$ cat config.mk
export PLATFORM = sky130hd
export DESIGN_NAME = mod12_cmd_sched_flat
export DESIGN_NICKNAME = d
export VERILOG_FILES = /design/src/rtl/mod12_cmd_sched_if.sv /design/src/rtl/mod12_cmd_sched.sv /design/src/flat_wrapper.sv
export SDC_FILE = /design/constraint.sdc
export NUM_CORES = 1
export LEC_CHECK = 0
export ABC_AREA = 1
export CORE_MARGIN = 2
export CORE_UTILIZATION = 30
export CTS_BUF_LIST = sky130_fd_sc_hd__clkbuf_4
export DETAILED_ROUTE_END_ITERATION = 12
export PLACE_DENSITY_LB_ADDON = 0.1
export SYNTH_ARGS = -nofsm -noshare
export SYNTH_HDL_FRONTEND = slang
export SYNTH_SLANG_ARGS = --single-unit
export TNS_END_PERCENT = 1
$ cat constraint.sdc
create_clock -name clk -period 2.7 [get_ports clk]
set_clock_uncertainty 0.05 [all_clocks]
set_input_delay 0.405 -clock clk [delete_from_list [all_inputs] [get_ports clk]]
set_output_delay 0.405 -clock clk [all_outputs]
set_load 0.005 [all_outputs]
$ cat src/rtl/mod12_cmd_sched_if.sv
// ---------------------------------------------------------------------------
// mod12_cmd_sched_if
//   Command and completion bundle between the requesting control logic and
//   the mod-12 command scheduler.
//
//   req_valid  [1:0]  per-requester command valid (bit i = requester i)
//   req_ready  [1:0]  per-requester accept, at most one bit high
//   req_op     [3:0]  op for requester i at [2i+1:2i]
//                     (00 CLEAR, 01 LOAD, 10 UP, 11 DOWN)
//   req_arg    [7:0]  arg for requester i at [4i+3:4i]
//                     (load value or step count)
//   done_valid        one-cycle completion pulse, no backpressure
//   done_id           requester that issued the completed command
//   done_count [3:0]  counter value after the command
//   done_err          command rejected (LOAD value out of range)
//
//   master : requester side
//   slave  : scheduler side
// ---------------------------------------------------------------------------
interface mod12_cmd_sched_if;
  logic [1:0] req_valid;
  logic [1:0] req_ready;
  logic [3:0] req_op;
  logic [7:0] req_arg;
  logic       done_valid;
  logic       done_id;
  logic [3:0] done_count;
  logic       done_err;

  modport master (
    output req_valid, req_op, req_arg,
    input  req_ready, done_valid, done_id, done_count, done_err
  );

  modport slave (
    input  req_valid, req_op, req_arg,
    output req_ready, done_valid, done_id, done_count, done_err
  );
endinterface

$ cat src/rtl/mod12_cmd_sched.sv
// ---------------------------------------------------------------------------
// mod12_cmd_sched
//   Shares one mod-12 up/down counter between two requesters. Commands
//   (CLEAR, LOAD, UP n, DOWN n) arrive over valid/ready handshakes, are
//   arbitrated round-robin, and are turned into the counter's load /
//   up_down / Din controls. Between commands the counter is frozen by
//   reloading its own value. Each command ends with a one-cycle completion
//   pulse carrying the final count.
//
//   clk          clock
//   rst          synchronous active-high reset (shared with the counter)
//   bus          command/completion interface (slave modport)
//   cnt_load     to counter load
//   cnt_up_down  to counter up_down (0 = up, 1 = down)
//   cnt_din      to counter Din
//   count_in     counter's current count
//   busy         high whenever a command is in progress
// ---------------------------------------------------------------------------
module mod12_cmd_sched #(
  parameter int NREQ    = 2,
  parameter int STEP_W  = 4,
  parameter int MOD_MAX = 11
) (
  input  logic                    clk,
  input  logic                    rst,
  mod12_cmd_sched_if.slave        bus,
  output logic                    cnt_load,
  output logic                    cnt_up_down,
  output logic [3:0]              cnt_din,
  input  logic [3:0]              count_in,
  output logic                    busy
);

  typedef enum logic [1:0] {
    S_IDLE = 2'd0,
    S_LOAD = 2'd1,
    S_RUN  = 2'd2,
    S_DONE = 2'd3
  } state_t;

  typedef enum logic [1:0] {
    OP_CLEAR = 2'b00,
    OP_LOAD  = 2'b01,
    OP_UP    = 2'b10,
    OP_DOWN  = 2'b11
  } op_t;

  localparam logic [3:0]        MAX_CNT = 4'(MOD_MAX);
  localparam logic [STEP_W-1:0] MAX_ARG = STEP_W'(MOD_MAX);

  // Registered state
  state_t            state,      state_n;
  op_t               op_q,       op_n;
  logic [STEP_W-1:0] arg_q,      arg_n;     // load value, or steps remaining
  logic              id_q,       id_n;
  logic              rr_ptr,     rr_ptr_n;  // 1 = requester 1 favoured
  logic              dv_q,       dv_n;
  logic              did_q,      did_n;
  logic [3:0]        dcnt_q,     dcnt_n;
  logic              derr_q,     derr_n;

  // Arbitration
  logic              win_id;
  op_t               win_op;
  logic [STEP_W-1:0] win_arg;
  logic [NREQ-1:0]   ready_c;
  logic [3:0]        step_next;

  // Winner: the only valid requester, or the favoured one when both are valid.
  assign win_id  = bus.req_valid[1] & (~bus.req_valid[0] | rr_ptr);
  assign win_op  = op_t'(win_id ? bus.req_op[3:2] : bus.req_op[1:0]);
  assign win_arg = win_id ? bus.req_arg[7:4] : bus.req_arg[3:0];

  // Value the counter will hold after the current RUN cycle's step. The
  // completion count is registered, so the last step's result is predicted
  // here rather than read back one cycle late.
  always_comb begin
    step_next = count_in;
    if (op_q == OP_DOWN) begin
      step_next = (count_in == 4'd0) ? MAX_CNT : count_in - 4'd1;
    end else begin
      step_next = (count_in == MAX_CNT) ? 4'd0 : count_in + 4'd1;
    end
  end

  // Next-state and output logic.
  // NOTE: every signal written here gets a default first, so no path leaves
  // one unassigned and no latch is inferred.
  always_comb begin
    state_n     = state;
    op_n        = op_q;
    arg_n       = arg_q;
    id_n        = id_q;
    rr_ptr_n    = rr_ptr;
    dv_n        = 1'b0;
    did_n       = did_q;
    dcnt_n      = dcnt_q;
    derr_n      = derr_q;
    ready_c     = '0;
    // Freeze the counter by reloading its own value unless told otherwise.
    cnt_load    = 1'b1;
    cnt_din     = count_in;
    cnt_up_down = 1'b0;

    unique case (state)
      S_IDLE: begin
        if (|bus.req_valid) begin
          ready_c[win_id] = 1'b1;
          op_n     = win_op;
          id_n     = win_id;
          rr_ptr_n = ~win_id;
          unique case (win_op)
            OP_CLEAR: begin
              arg_n   = '0;
              state_n = S_LOAD;
            end
            OP_LOAD: begin
              if (win_arg > MAX_ARG) begin
                // Rejected: complete next cycle, counter untouched.
                state_n = S_DONE;
                dv_n    = 1'b1;
                did_n   = win_id;
                dcnt_n  = count_in;
                derr_n  = 1'b1;
              end else begin
                arg_n   = win_arg;
                state_n = S_LOAD;
              end
            end
            OP_UP, OP_DOWN: begin
              if (win_arg == '0) begin
                state_n = S_DONE;
                dv_n    = 1'b1;
                did_n   = win_id;
                dcnt_n  = count_in;
                derr_n  = 1'b0;
              end else begin
                arg_n   = win_arg;
                state_n = S_RUN;
              end
            end
            default: ;
          endcase
        end
      end

      S_LOAD: begin
        cnt_din = arg_q;
        state_n = S_DONE;
        dv_n    = 1'b1;
        did_n   = id_q;
        dcnt_n  = arg_q;
        derr_n  = 1'b0;
      end

      S_RUN: begin
        cnt_load    = 1'b0;
        cnt_up_down = (op_q == OP_DOWN);
        arg_n       = arg_q - STEP_W'(1);
        if (arg_q == STEP_W'(1)) begin
          state_n = S_DONE;
          dv_n    = 1'b1;
          did_n   = id_q;
          dcnt_n  = step_next;
          derr_n  = 1'b0;
        end
      end

      S_DONE: begin
        state_n = S_IDLE;
      end

      default: state_n = S_IDLE;
    endcase
  end

  // NOTE: sequential state uses non-blocking assignments so every register
  // samples the pre-edge values computed above, independent of block order.
  always_ff @(posedge clk) begin
    if (rst) begin
      state  <= S_IDLE;
      op_q   <= OP_CLEAR;
      arg_q  <= '0;
      id_q   <= 1'b0;
      rr_ptr <= 1'b0;
      dv_q   <= 1'b0;
      did_q  <= 1'b0;
      dcnt_q <= 4'd0;
      derr_q <= 1'b0;
    end else begin
      state  <= state_n;
      op_q   <= op_n;
      arg_q  <= arg_n;
      id_q   <= id_n;
      rr_ptr <= rr_ptr_n;
      dv_q   <= dv_n;
      did_q  <= did_n;
      dcnt_q <= dcnt_n;
      derr_q <= derr_n;
    end
  end

  assign bus.req_ready  = ready_c;
  assign bus.done_valid = dv_q;
  assign bus.done_id    = did_q;
  assign bus.done_count = dcnt_q;
  assign bus.done_err   = derr_q;
  assign busy           = (state != S_IDLE);

endmodule

$ cat src/flat_wrapper.sv
// flat-port wrapper written by rule: the top's interface ports become plain ports
module mod12_cmd_sched_flat 
#(
  parameter int NREQ    = 2,
  parameter int STEP_W  = 4,
  parameter int MOD_MAX = 11
)
  (clk, rst, cnt_load, cnt_up_down, cnt_din, count_in, busy, bus_req_valid, bus_req_op, bus_req_arg, bus_req_ready, bus_done_valid, bus_done_id, bus_done_count, bus_done_err);
  mod12_cmd_sched_if bus_i ();
  input  logic clk;
  input  logic rst;
  output logic cnt_load;
  output logic cnt_up_down;
  output logic [3:0] cnt_din;
  input  logic [3:0] count_in;
  output logic busy;
  input wire logic [$bits(bus_i.req_valid)-1:0] bus_req_valid;
  input wire logic [$bits(bus_i.req_op)-1:0] bus_req_op;
  input wire logic [$bits(bus_i.req_arg)-1:0] bus_req_arg;
  output wire logic [$bits(bus_i.req_ready)-1:0] bus_req_ready;
  output wire logic [$bits(bus_i.done_valid)-1:0] bus_done_valid;
  output wire logic [$bits(bus_i.done_id)-1:0] bus_done_id;
  output wire logic [$bits(bus_i.done_count)-1:0] bus_done_count;
  output wire logic [$bits(bus_i.done_err)-1:0] bus_done_err;
  assign bus_i.req_valid = bus_req_valid;
  assign bus_i.req_op = bus_req_op;
  assign bus_i.req_arg = bus_req_arg;
  assign bus_req_ready = bus_i.req_ready;
  assign bus_done_valid = bus_i.done_valid;
  assign bus_done_id = bus_i.done_id;
  assign bus_done_count = bus_i.done_count;
  assign bus_done_err = bus_i.done_err;
  mod12_cmd_sched #(.NREQ(NREQ), .STEP_W(STEP_W), .MOD_MAX(MOD_MAX)) u_core (.clk(clk), .rst(rst), .bus(bus_i), .cnt_load(cnt_load), .cnt_up_down(cnt_up_down), .cnt_din(cnt_din), .count_in(count_in), .busy(busy));
endmodule
Word-level counts from Yosys, hierarchy flattened
Cells that the tools add are included.
Storage, ports and cells
  bits in latches: 0
  memories kept: 0
  memory bits (writable): 0
  output and inout bits: 16
  word-level logic and storage cells: 96
  register bits: 17
  memory bits (read-only): 0
  input port bits: 20
Operators by class
  shift-type cells: 0
  reductions and logical operators: 14
  multipliers: 0
  add/subtract/negate cells: 3
  multiplexer cells: 47
  eq/ne operators: 16
  bitwise operators: 4
  order comparisons: 3
  div/mod/pow operators: 0
Operators by type and width (number)
  $mux W4: 12
  $pmux W4 S3: 2
  $mux W1: 16
  $pmux W4 S2: 2
  $mux W2: 6
  $eq A2 B2 Y1 const B: 5
  $ne A3 B3 Y1 const B: 3
  $pmux W1 S3: 3
  $logic_not A4 Y1: 2
  $pmux W2 S4: 1
  $sub A4 B1 Y4 const B: 2
  $ne A3 B2 Y1 const B: 2
  $pmux W1 S2: 3
  $pmux W2 S3: 1
  $reduce_and A6 Y1: 1
  $add A4 B1 Y4 const B: 1
  $eq A2 B1 Y1 const B: 2
  $eq A4 B1 Y1 const B: 1
  $eq A4 B4 Y1 const B: 1
  $gt A4 B4 Y1 const B: 1
  $logic_not A2 Y1: 2
  $ne A2 B1 Y1 const B: 2
  $reduce_and A2 Y1: 2
  $reduce_and A4 Y1: 1
  10 further kinds: 13

Longest topological paths before layout
Gate-level depths: netlist (run 1).
  depth after elaboration: 9
  mapped depth: 13
  depth with buffers taken out: 13

Worst setup path after synthesis (run 1)
OpenSTA, ideal clock, no wires.
  path kind: register -> register
  start point: reg u_core.state[0]
  end point: reg u_core.arg_q[0]
  data required time: 2.537 ns
  cell stages (with the launch flop): 12
  setup time: 0.113 ns
  arrival: 1.399 ns
  setup slack: 1.138 ns
  path buffers: 0
  cell sequence: dfxtp_1 > inv_1 > ha_1 > inv_1 > nor2_4 > nand2_2 > o21ai_0 > inv_1 > nand2_2 > nand2_2 > nor2_1 > nor2_1
On the way
  word-level cells in the longest chain between the ends: 3
  elaborated cells between the ends (all ways): 8
  those cells by class: eq/ne: 4; mux: 1; reduce/logical: 3
Ends and longest elaborated chain
  from (decl): line mod12_cmd_sched.sv:52  | state_t state, state_n;
  from (signal assigned): line mod12_cmd_sched.sv:191  | state <= state_n;
  $logic_not A2 Y1 / $eq A2 B2 Y1 (equally long branches): line mod12_cmd_sched.sv:105  | unique case (state)
  $ne A3 B3 Y1 (no line), or another cell as far along
  $reduce_and A4 Y1 (no line)
  to (signal assigned): line mod12_cmd_sched.sv:193  | arg_q <= arg_n;
  to (decl): line mod12_cmd_sched.sv:54  | logic [STEP_W-1:0] arg_q, arg_n;
Parallel ways exist; a longest one is shown, timed or not.
A chain may end at the register's enable or synchronous reset.

Worst setup path in the final report (run 1)
  start point: reg u_core.state[0]
  end point: out bus_req_ready[0]
On the way
  word-level cells in the longest chain between the ends: 2
Ends and longest elaborated chain
  $logic_not A2 Y1: line mod12_cmd_sched.sv:105
  $mux W2: line mod12_cmd_sched.sv:105
  to (decl): line flat_wrapper.sv:20  | output wire logic [$bits(bus_i.req_ready)-1:0] bus_req_ready;
Every way passes these cells.

==> results of run 1 <==
==> worst min-delay path, delay by kind of cell (launching register included) <==
kind               cells  cell delay [ns]
AOI/OAI and AO/OA      1             0.05
DFF                    1             0.32
and+or+nand+nor        1             0.06
==> flip-flops by register name (all words and copies together), names as in the netlist <==
| signal | flops |
|---|---|
| u_core.rr_ptr | 1 |
| u_core.state | 2 |
| u_core.bus.done_count | 4 |
| u_core.bus.done_valid | 1 |
| u_core.op_q | 2 |
| u_core.bus.done_err | 1 |
| u_core.bus.done_id | 1 |
| u_core.id_q | 1 |
| u_core.arg_q | 4 |
==> repair_timing <==
action	CTS	global route
setup buffers	0	0
resized for setup	0	1
setup endpoints to repair	0	1
==> layer usage <==
metal / share of wire (%) / GRT usage, % / up-vias
met3: 5.5 / 2.33 / 5
met5: 0 / 0 / -
met2: 43 / 23.5 / 34
li1: - / - / 842
met4: 1.3 / 4.24 / 0
met1: 50 / 20.2 / 654
==> cells in the final DEF, fill, tap and decap left out <==
master / count
inv_2: 2
nor2_4: 1
nand3_4: 1
xnor2_1: 1
nand2_4: 2
or2_2: 1
clkbuf_4: 4
ha_2: 1
buf_4: 2
nand3b_1: 1
nand2_1: 63
a21oi_1: 15
o21bai_1: 1
nor2_1: 39
o211ai_1: 4
o21ai_0: 11
inv_1: 36
nand4_1: 4
ha_1: 8
a2bb2oi_1: 1
a31oi_1: 2
clkdlybuf4s50_1: 35
nand2_2: 5
nand3_1: 22
dfxtp_1: 17
==> layout make-up <==
class / count / area [sq um]
Sequential cell: 17 / 340
Tap cell: 54 / 67.6
Inverter: 38 / 143
Fill cell: 527 / 2820
Timing Repair Buffer: 37 / 365
Clock buffer: 4 / 30.0
Multi-Input combinational cell: 183 / 927
==> power groups by stage <==
| stage | Clock (uW) | Combinational [uW] | Sequential (uW) |
|---|---|---|---|
| after global routing | 167 | 1200 | 413 |
| after CTS | 159 | 1060 | 403 |
| final | 153 | 1040 | 401 |
| after detailed placement | 0 | 1050 | 409 |
| after global placement | 0 | 1060 | 408 |
| after floorplan | 0 | 708 | 397 |
==> how the worst max path moves through the flow <==
stage                     startpoint          endpoint  slack, ns  cells after the start
global route         u_core.state[0]  bus_req_ready[0]       0.06                      7
floorplan            u_core.state[0]   u_core.arg_q[0]       1.14                     11
global placement    bus_req_valid[0]  bus_req_ready[0]       0.41                      6
CTS                  u_core.state[0]  bus_req_ready[0]       0.18                      7
detailed placement  bus_req_valid[0]  bus_req_ready[0]       0.39                      6
finish               u_core.state[0]  bus_req_ready[0]       0.25                      7
==> metrics by stage <==
stage                     std cells  power (uW)  cell area, sq um
after floorplan                 243        1100              1450
after global placement          329        1470              1840
after detailed placement        329        1460              1840
after CTS                       333        1620              1870
after global routing            333        1780              1870
final                           333        1600              1870
==> cells by family (layout without fill, tap and decap cells) <==
logic type,after synthesis,in the layout
adder cells (fa/ha/maj),9,9
flip-flops,17,17
buffers and inverters,43,79
AO/OA/AOI/OAI,34,34
AND/OR/NAND/NOR,139,139
XOR/XNOR,1,1
==> flow_summary.ini, run 1 <==
[global_routing]
grt_max_degree = 15
first_global_vias = 1408
track_usage_pct = 14.7
gr-total-overflow = 0
grt_first_pass_wirelength_um = 6250
antenna_found_initial = 0

[floorplan]
dieWidth_um = 73.4
die_area_sq_um = 5390
start_util_pct = 30.8
rows = 25
core_sq_um = 4690
ios = 36
die_h_um = 73.4

[place]
dpl.hpwl_um = 3010
gp_congestion = 0.863
port_buffers = 35
dp_slack_ns = 0.390

[cts]
cts.sink_count = 17
clockBufferDepth = 2
clock_latency_ns = 0.30
root_buffer = clkbuf_4
cts_buffers = 3
htreeDepth = 1
postCtsHoldBufs = 0
cts_tree = yes
cts.clk_slew.worst_paths_ns = 0.10

[synth]
synth_top_cell_by_area = dfxtp_1
yosysWarnings = 0
syn_area_sq_um = 1450
syn_area_per_cell_sq_um = 5.95
ys_top_cells_by_area = dfxtp_1 (24%), nand2_1 (16%), nor2_1 (10%)
yosys-top-cells-count = nand2_1 (63), nor2_1 (39), inv_1 (36), nand3_1 (22), dfxtp_1 (17)
synthSimpleGateAreaFrac_pct = 42.5
syn-num-nets = 272
synth_xor_area_share_pct = 0.606
synth-edff-count = 0
synth_compound_area_share_pct = 13.1
synth_top_family_by_area = simple AND/OR/NAND/NOR gates
synthMuxAreaShare_pct = 0
synth_ff_type = dfxtp_1
yosysTopAreaCellShare_pct = 23.5
ys_seq_elements = 17
synthAdderAreaFrac_pct = 7.79
synth.most_common_cell = nand2_1
async_flop_share_pct = 0
synthCells = 243
ys_types = 25
seq_area_frac_synth_pct = 23.5

[route]
drt_pass1_iterations = 4
route.detailed.drc = 0
routedWlPerCell_um = 11.4
vias = 1535
drtIter0Drc = 43
antenna_left = 0
wl_um = 3810
viasPerCell = 4.61

[layout]
layout.nets = 309
syn_to_final_growth_pct = 29.6
final_core_util_pct = 39.9
drive_gt1_share_pct = 6.81
antenna_cells = 0

[setup_path]
ff2ff_path_depth = 11
worst_path_largest_cell_delay_ns = 0.48
cpMaxStageDelayCell = clkdlybuf4s50_1
cp_top_family = buffers and inverters
crit_buf_inv = 4
cp.required_ns = 2.25
worstPathArrival_ns = 2.00
cpMostUsedCell = inv_1
cp-start-kind = flip-flop
crit_fanout = 8
crit_type = flip-flop to output pin
worstPathCellList = inv_1 > ha_2 > inv_1 > nor2_4 > nand2_1 > inv_1 > clkdlybuf4s50_1
r2r-end = u_core.bus.done_id
crit_path_end_kind = output pin
reg2reg_from = u_core.state[0]
ff2ff_setup_slack_ns = 0.92

[timing]
tightest_slew_ns = 0.424
maxSlewHeadroom_pct = 71.7
rsz0062_at_grt = no
drv_slew = 0
setup_viol = 0
hold_ws_ns = 0.424
period_minus_slack_ns = 2.45
min_period_over_period_pct = 90.9
tns_ns = 0
setup_ws_ns = 0.246
max_freq_mhz = 407
hold_viol = 0

[min_path]
min_from = u_core.rr_ptr
min_path_type = flip-flop to flip-flop
holdPathEnd = u_core.rr_ptr
whs_path_depth = 2

[flow_run]
cap_violations = 0

[power_and_ir_drop]
combPwrFrac_pct = 65.4
power_density_nw_per_um2 = 853
vdd.ir_drop.worst_uv = 389
total_switching_power_uw = 734
seqPwrFrac_pct = 25.1
p_int_uw = 864
swShare_pct = 45.9
clkPwrFrac_pct = 9.6
p_leak_uw = 0.000911

[status]
status = complete, no violations
No activity file was read; power rests on OpenSTA's default activity.
==> inputs of run 2 (changes only) <==
Settings changed: CAP_MARGIN set to 20.
==> results of run 2 <==
The final DEF is identical to that of run 1; final timing and power are the same.
